**src/rtl/mem_arbiter_if.sv**
```systemverilog
// Two-port memory arbiter bus: requester ports 0/1
// plus the data-memory side and the busy flag.
interface mem_arbiter_if #(
  parameter int AW = 8,
  parameter int DW = 16
);
  logic          req0;
  logic          we0;
  logic [AW-1:0] addr0;
  logic [DW-1:0] wdata0;
  logic          gnt0;
  logic          rvalid0;
  logic [DW-1:0] rdata0;

  logic          req1;
  logic          we1;
  logic [AW-1:0] addr1;
  logic [DW-1:0] wdata1;
  logic          gnt1;
  logic          rvalid1;
  logic [DW-1:0] rdata1;

  logic [AW-1:0] mem_addr;
  logic [DW-1:0] mem_wdata;
  logic          mem_write;
  logic          mem_read;
  logic [DW-1:0] mem_rdata;
  logic          busy;

  modport slave (
    input  req0, we0, addr0, wdata0,
    input  req1, we1, addr1, wdata1,
    input  mem_rdata,
    output gnt0, rvalid0, rdata0,
    output gnt1, rvalid1, rdata1,
    output mem_addr, mem_wdata,
    output mem_write, mem_read,
    output busy
  );

  modport master (
    output req0, we0, addr0, wdata0,
    output req1, we1, addr1, wdata1,
    output mem_rdata,
    input  gnt0, rvalid0, rdata0,
    input  gnt1, rvalid1, rdata1,
    input  mem_addr, mem_wdata,
    input  mem_write, mem_read,
    input  busy
  );
endinterface

```
**src/rtl/mem_arbiter.sv**
```systemverilog
// Round-robin two-port arbiter for a single-cycle data
// memory: IDLE -> ACCESS -> RESP, one transaction per 3 cycles.
module mem_arbiter #(
  parameter int AW = 8,
  parameter int DW = 16
) (
  input  logic clk,
  input  logic rst,
  mem_arbiter_if.slave bus
);
  typedef enum logic [1:0] {
    IDLE   = 2'd0,
    ACCESS = 2'd1,
    RESP   = 2'd2
  } state_t;

  state_t        r_state;
  state_t        w_next;
  logic          r_last;
  logic          r_win;
  logic          r_we;
  logic [AW-1:0] r_addr;
  logic [DW-1:0] r_wdata;
  logic [DW-1:0] r_rdata;
  logic          w_req;
  logic          w_sel;
  logic          w_grant;

  assign w_req   = bus.req0 | bus.req1;
  assign w_grant = (r_state == IDLE) & w_req;

  // On a tie the port that did not win last time goes
  assign w_sel = (bus.req0 & bus.req1) ? ~r_last
                                       : bus.req1;

  always_ff @(posedge clk or negedge rst) begin
    if (!rst) begin
      r_state <= IDLE;
    end else begin
      r_state <= w_next;
    end
  end

  always_ff @(posedge clk or negedge rst) begin
    if (!rst) begin
      r_last  <= 1'b1;
      r_win   <= 1'b0;
      r_we    <= 1'b0;
      r_addr  <= '0;
      r_wdata <= '0;
      r_rdata <= '0;
    end else begin
      if (w_grant) begin
        r_last  <= w_sel;
        r_win   <= w_sel;
        r_we    <= w_sel ? bus.we1 : bus.we0;
        r_addr  <= w_sel ? bus.addr1 : bus.addr0;
        r_wdata <= w_sel ? bus.wdata1 : bus.wdata0;
      end
      if (r_state == ACCESS && !r_we) begin
        r_rdata <= bus.mem_rdata;
      end
    end
  end

  always_comb begin
    w_next        = r_state;
    bus.gnt0      = 1'b0;
    bus.gnt1      = 1'b0;
    bus.rvalid0   = 1'b0;
    bus.rvalid1   = 1'b0;
    bus.rdata0    = '0;
    bus.rdata1    = '0;
    bus.mem_addr  = '0;
    bus.mem_wdata = '0;
    bus.mem_write = 1'b0;
    bus.mem_read  = 1'b0;
    bus.busy      = (r_state != IDLE);
    unique case (r_state)
      IDLE: begin
        if (w_req) w_next = ACCESS;
      end
      ACCESS: begin
        w_next        = RESP;
        bus.gnt0      = ~r_win;
        bus.gnt1      = r_win;
        bus.mem_addr  = r_addr;
        bus.mem_wdata = r_wdata;
        bus.mem_write = r_we;
        bus.mem_read  = ~r_we;
      end
      RESP: begin
        w_next      = IDLE;
        bus.rvalid0 = ~r_win;
        bus.rvalid1 = r_win;
        if (!r_we && !r_win) bus.rdata0 = r_rdata;
        if (!r_we && r_win)  bus.rdata1 = r_rdata;
      end
      default: w_next = IDLE;
    endcase
  end
endmodule
```
**src/flat_wrapper.sv**
```systemverilog
// flat-port wrapper written by rule: the top's interface ports become plain ports
module mem_arbiter_flat 
#(
  parameter int AW = 8,
  parameter int DW = 16
)
  (clk, rst, bus_req0, bus_we0, bus_addr0, bus_wdata0, bus_req1, bus_we1, bus_addr1, bus_wdata1, bus_mem_rdata, bus_gnt0, bus_rvalid0, bus_rdata0, bus_gnt1, bus_rvalid1, bus_rdata1, bus_mem_addr, bus_mem_wdata, bus_mem_write, bus_mem_read, bus_busy);
  mem_arbiter_if #(.AW(AW), .DW(DW)) bus_i ();
  input  logic clk;
  input  logic rst;
  input wire logic [$bits(bus_i.req0)-1:0] bus_req0;
  input wire logic [$bits(bus_i.we0)-1:0] bus_we0;
  input wire logic [$bits(bus_i.addr0)-1:0] bus_addr0;
  input wire logic [$bits(bus_i.wdata0)-1:0] bus_wdata0;
  input wire logic [$bits(bus_i.req1)-1:0] bus_req1;
  input wire logic [$bits(bus_i.we1)-1:0] bus_we1;
  input wire logic [$bits(bus_i.addr1)-1:0] bus_addr1;
  input wire logic [$bits(bus_i.wdata1)-1:0] bus_wdata1;
  input wire logic [$bits(bus_i.mem_rdata)-1:0] bus_mem_rdata;
  output wire logic [$bits(bus_i.gnt0)-1:0] bus_gnt0;
  output wire logic [$bits(bus_i.rvalid0)-1:0] bus_rvalid0;
  output wire logic [$bits(bus_i.rdata0)-1:0] bus_rdata0;
  output wire logic [$bits(bus_i.gnt1)-1:0] bus_gnt1;
  output wire logic [$bits(bus_i.rvalid1)-1:0] bus_rvalid1;
  output wire logic [$bits(bus_i.rdata1)-1:0] bus_rdata1;
  output wire logic [$bits(bus_i.mem_addr)-1:0] bus_mem_addr;
  output wire logic [$bits(bus_i.mem_wdata)-1:0] bus_mem_wdata;
  output wire logic [$bits(bus_i.mem_write)-1:0] bus_mem_write;
  output wire logic [$bits(bus_i.mem_read)-1:0] bus_mem_read;
  output wire logic [$bits(bus_i.busy)-1:0] bus_busy;
  assign bus_i.req0 = bus_req0;
  assign bus_i.we0 = bus_we0;
  assign bus_i.addr0 = bus_addr0;
  assign bus_i.wdata0 = bus_wdata0;
  assign bus_i.req1 = bus_req1;
  assign bus_i.we1 = bus_we1;
  assign bus_i.addr1 = bus_addr1;
  assign bus_i.wdata1 = bus_wdata1;
  assign bus_i.mem_rdata = bus_mem_rdata;
  assign bus_gnt0 = bus_i.gnt0;
  assign bus_rvalid0 = bus_i.rvalid0;
  assign bus_rdata0 = bus_i.rdata0;
  assign bus_gnt1 = bus_i.gnt1;
  assign bus_rvalid1 = bus_i.rvalid1;
  assign bus_rdata1 = bus_i.rdata1;
  assign bus_mem_addr = bus_i.mem_addr;
  assign bus_mem_wdata = bus_i.mem_wdata;
  assign bus_mem_write = bus_i.mem_write;
  assign bus_mem_read = bus_i.mem_read;
  assign bus_busy = bus_i.busy;
  mem_arbiter #(.AW(AW), .DW(DW)) u_core (.clk(clk), .rst(rst), .bus(bus_i));
endmodule
```
**config.mk**
```make
export PLATFORM = sky130hd
export DESIGN_NAME = mem_arbiter_flat
export DESIGN_NICKNAME = d
export VERILOG_FILES = /design/src/rtl/mem_arbiter_if.sv /design/src/rtl/mem_arbiter.sv /design/src/flat_wrapper.sv
export SDC_FILE = /design/constraint.sdc
export NUM_CORES = 1
export LEC_CHECK = 0
export ABC_CLOCK_PERIOD_IN_PS = 3500
export BUFFER_PORTS_ARGS = -buffer_cell sky130_fd_sc_hd__buf_2
export CAP_MARGIN = 30
export CORE_MARGIN = 2
export CORE_UTILIZATION = 49
export CTS_CLUSTER_SIZE = 24
export DETAILED_ROUTE_END_ITERATION = 8
export HOLD_SLACK_MARGIN = 0.1
export PLACE_DENSITY = 0.86
export SKIP_CTS_REPAIR_TIMING = 1
export SLEW_MARGIN = 20
export SYNTH_ARGS = -nofsm -noshare
export SYNTH_HDL_FRONTEND = slang
export SYNTH_SLANG_ARGS = --single-unit
```
**constraint.sdc**
```tcl
create_clock -name clk -period 3.5 [get_ports clk]
set_clock_uncertainty 0.1 [all_clocks]
set_input_delay 0.525 -clock clk [delete_from_list [all_inputs] [get_ports clk]]
set_output_delay 0.525 -clock clk [all_outputs]
set_load 0.05 [all_outputs]
```
==> metrics.yaml <==
status:
  status: "finished, final reports clean"
detailed_routing:
  vias_per_cell: 4.82
  drt_iter0_markers: 74
  ant_nets: 0
  vias: 1922
  drt_first_pass_iters: 2
  drt-total-wl_um: 5390
  avgRoutedWirePerCell_um: 13.5
  drc: 0
critical_path:
  cp-end-kind: "output port"
  critPathLaunchType: "register"
  r2r_end: "u_core.r_wdata[0]"
  worst-setup-path-type: "reg -> out"
  rrSetupSlack_ns: 1.32
  rr_worst_depth: 4
  cp_max_fo: 16
  cp.required_ns: 2.87
  critPathArrivalTime_ns: 2.08
  regToRegStartpoint: "u_core.r_last"
sta:
  worst_pin_slew_ns: 0.777
  finalSetupViolations: 0
  fin_crit_ns: 2.70
  fin_setup_tns_ns: 0
  rsz0062_at_grt: "false"
  hold_viol: 0
  slew_viol_final: 0
  relSlewSlack: 0.481
  hold_slack_ns: 0.312
  fin_crit_sh: 0.773
  fmax_ghz: 0.370
clock_network:
  clockBufferDepth: 2
  cts_root_buf: "clkbuf_8"
  cts.htree.levels: 2
  cts_made_buffers: 5
  clk_latency_ns: 0.30
  cts_tree: "built"
  cts_sinks: 45
  clk_pin_slew_ns: 0.08
logic_synthesis:
  synth.distinct_cells: 20
  yosys_warnings: 0
  yosys-top-cells-area: "dfrtp_1 44%, mux2_2 21%, and2_1 15%, mux2_4 11%, buf_8 1.2%"
  syn_avg_cell_area_um2: 12.6
  synth_nets: 267
  synth_cells: 197
  ys_ff_latch: 45
  ys_seq_area_frac: 0.454
  synth_area_leader_cell: "dfrtp_1"
  synth_area_um2: 2480
  yosysTopAreaCellShare: 0.443
cells_and_area:
  mostFrequentLayoutCells: "132 x buf_2, 58 x and2_1, 47 x mux2_2"
  fill_cells: 401
  layout_commonest_cell: "buf_2"
  final_cells: 399
  layout.nets: 401
  final_layout_size_suffix_gt1_frac: 0.648
  area_growth_pct: 33.7
  diodes: 0
die:
  die_w_um: 75.2
  dieArea_um2: 5650
  die_h_um: 75.2
  core_area_um2: 4820
  io_pins: 133
  rows: 25
  start_util: 0.516
power_and_ir_drop:
  peakVddDrop_mv: 0.465
  p_per_area_nw_per_um2: 908
  leakage_nw: 1.80
global_route:
  grt-ovfl-total: 0
  grt_start_max_net_pins: 46
  grt_pass1_vias: 1875
  grt_pass1_wl_um: 8200
  grt_antenna_before_repair: 0
  gr-usage-all-layers: 0.193
min_path:
  whs_endpoint: "u_core.r_last"
  min_from: "bus_req0"
  hold_depth: 2
  min_path_type: "in -> reg"
placement:
  io_buffer_count: 132
  place_hpwl_um: 4170
  place.gp.congestion: 0.673
  dp_cells: 389
flow_run:
  maxCapViolCount: 0
-- layer usage --
| metal | part of all wire | wire, µm | up-vias | global-route usage |
|---|---|---|---|---|
| met5 | 0 | 0 | - | 0 |
| met4 | 0.011 | 61 | 0 | 0.0585 |
| met3 | 0.095 | 509 | 6 | 0.0629 |
| met2 | 0.49 | 2630 | 99 | 0.347 |
| met1 | 0.40 | 2180 | 892 | 0.219 |
| li1 | - | - | 925 | - |
-- final cells by class --
class,instances,area (µm²),area share
inverters,2,7.51,0.00226
clock buffers,7,96.3,0.0290
clock inverters,1,5.00,0.00151
flip-flops and latches,45,1130,0.340
well taps,67,83.8,0.0253
repair buffers,139,728,0.219
multi-input cells,138,1270,0.383
-- worst max path at each step --
stage / startpoint / to / slack, ns
CTS: u_core.r_win / bus_rdata1[11] / 0.76
floorplan: u_core.r_state[0] / bus_rdata1[10] / 0.99
global route: u_core.r_win / bus_rdata1[11] / 0.63
finish: u_core.r_win / bus_rdata1[11] / 0.80
detailed placement: u_core.r_win / bus_rdata1[11] / 1.10
global placement: u_core.r_win / bus_rdata1[6] / 1.18
-- cells in the mapped netlist, drive strengths merged --
library cell and instances:
dfstp 1, and3b 1, a21oi 1, buf 7
mux2 66, nand2b 1, a31oi 1, nor3 1
and2 58, o21ai 1, clkbuf 5, a21bo 1
o2bb2ai 1, inv 2, dfrtp 44, nor2b 4
nor2 2
-- critical path, stage by stage, from the launching register on --
cell and delay, ns:
dfrtp_1 0.45, and3b_1 0.21, nor2b_1 0.63, and2_1 0.23, buf_2 0.26
-- registers in the layout (all words and copies together) (netlist names) --
register	count
u_core.r_win	1
u_core.r_last	1
u_core.r_we	1
u_core.r_rdata	16
u_core.r_state	2
u_core.r_addr	8
u_core.r_wdata	16
-- cells by family (layout without fill, tap and decap cells) --
| logic type | Yosys count | in the layout | share of synthesized area |
|---|---|---|---|
| buf+inv | 14 | 149 | 0.0353 |
| flops | 45 | 45 | 0.454 |
| simple gates | 67 | 67 | 0.167 |
| mux | 66 | 66 | 0.328 |
| compound gates | 5 | 5 | 0.0156 |
-- report_power, final --
group / internal, mW / total [mW] / switching (mW)
logic: 0.639 / 1.71 / 1.08
registers: 0.795 / 0.949 / 0.153
clock network: 0.178 / 0.351 / 0.172
total: 1.61 / 3.01 / 1.40
-- through the flow --
| stage | setup WS, ns | instance area, µm² | total power, mW | util |
|---|---|---|---|---|
| after floorplan | 0.995 | 2480 | 2.30 | - |
| after global placement | 1.18 | 3190 | 2.64 | 0.662 |
| after detailed placement | 1.10 | 3190 | 2.69 | 0.662 |
| after CTS | 0.765 | 3290 | 3.04 | 0.683 |
| after global routing | 0.635 | 3320 | 3.20 | 0.689 |
| final | 0.796 | 3320 | 3.01 | 0.689 |
(Power assumes the default switching activity.)
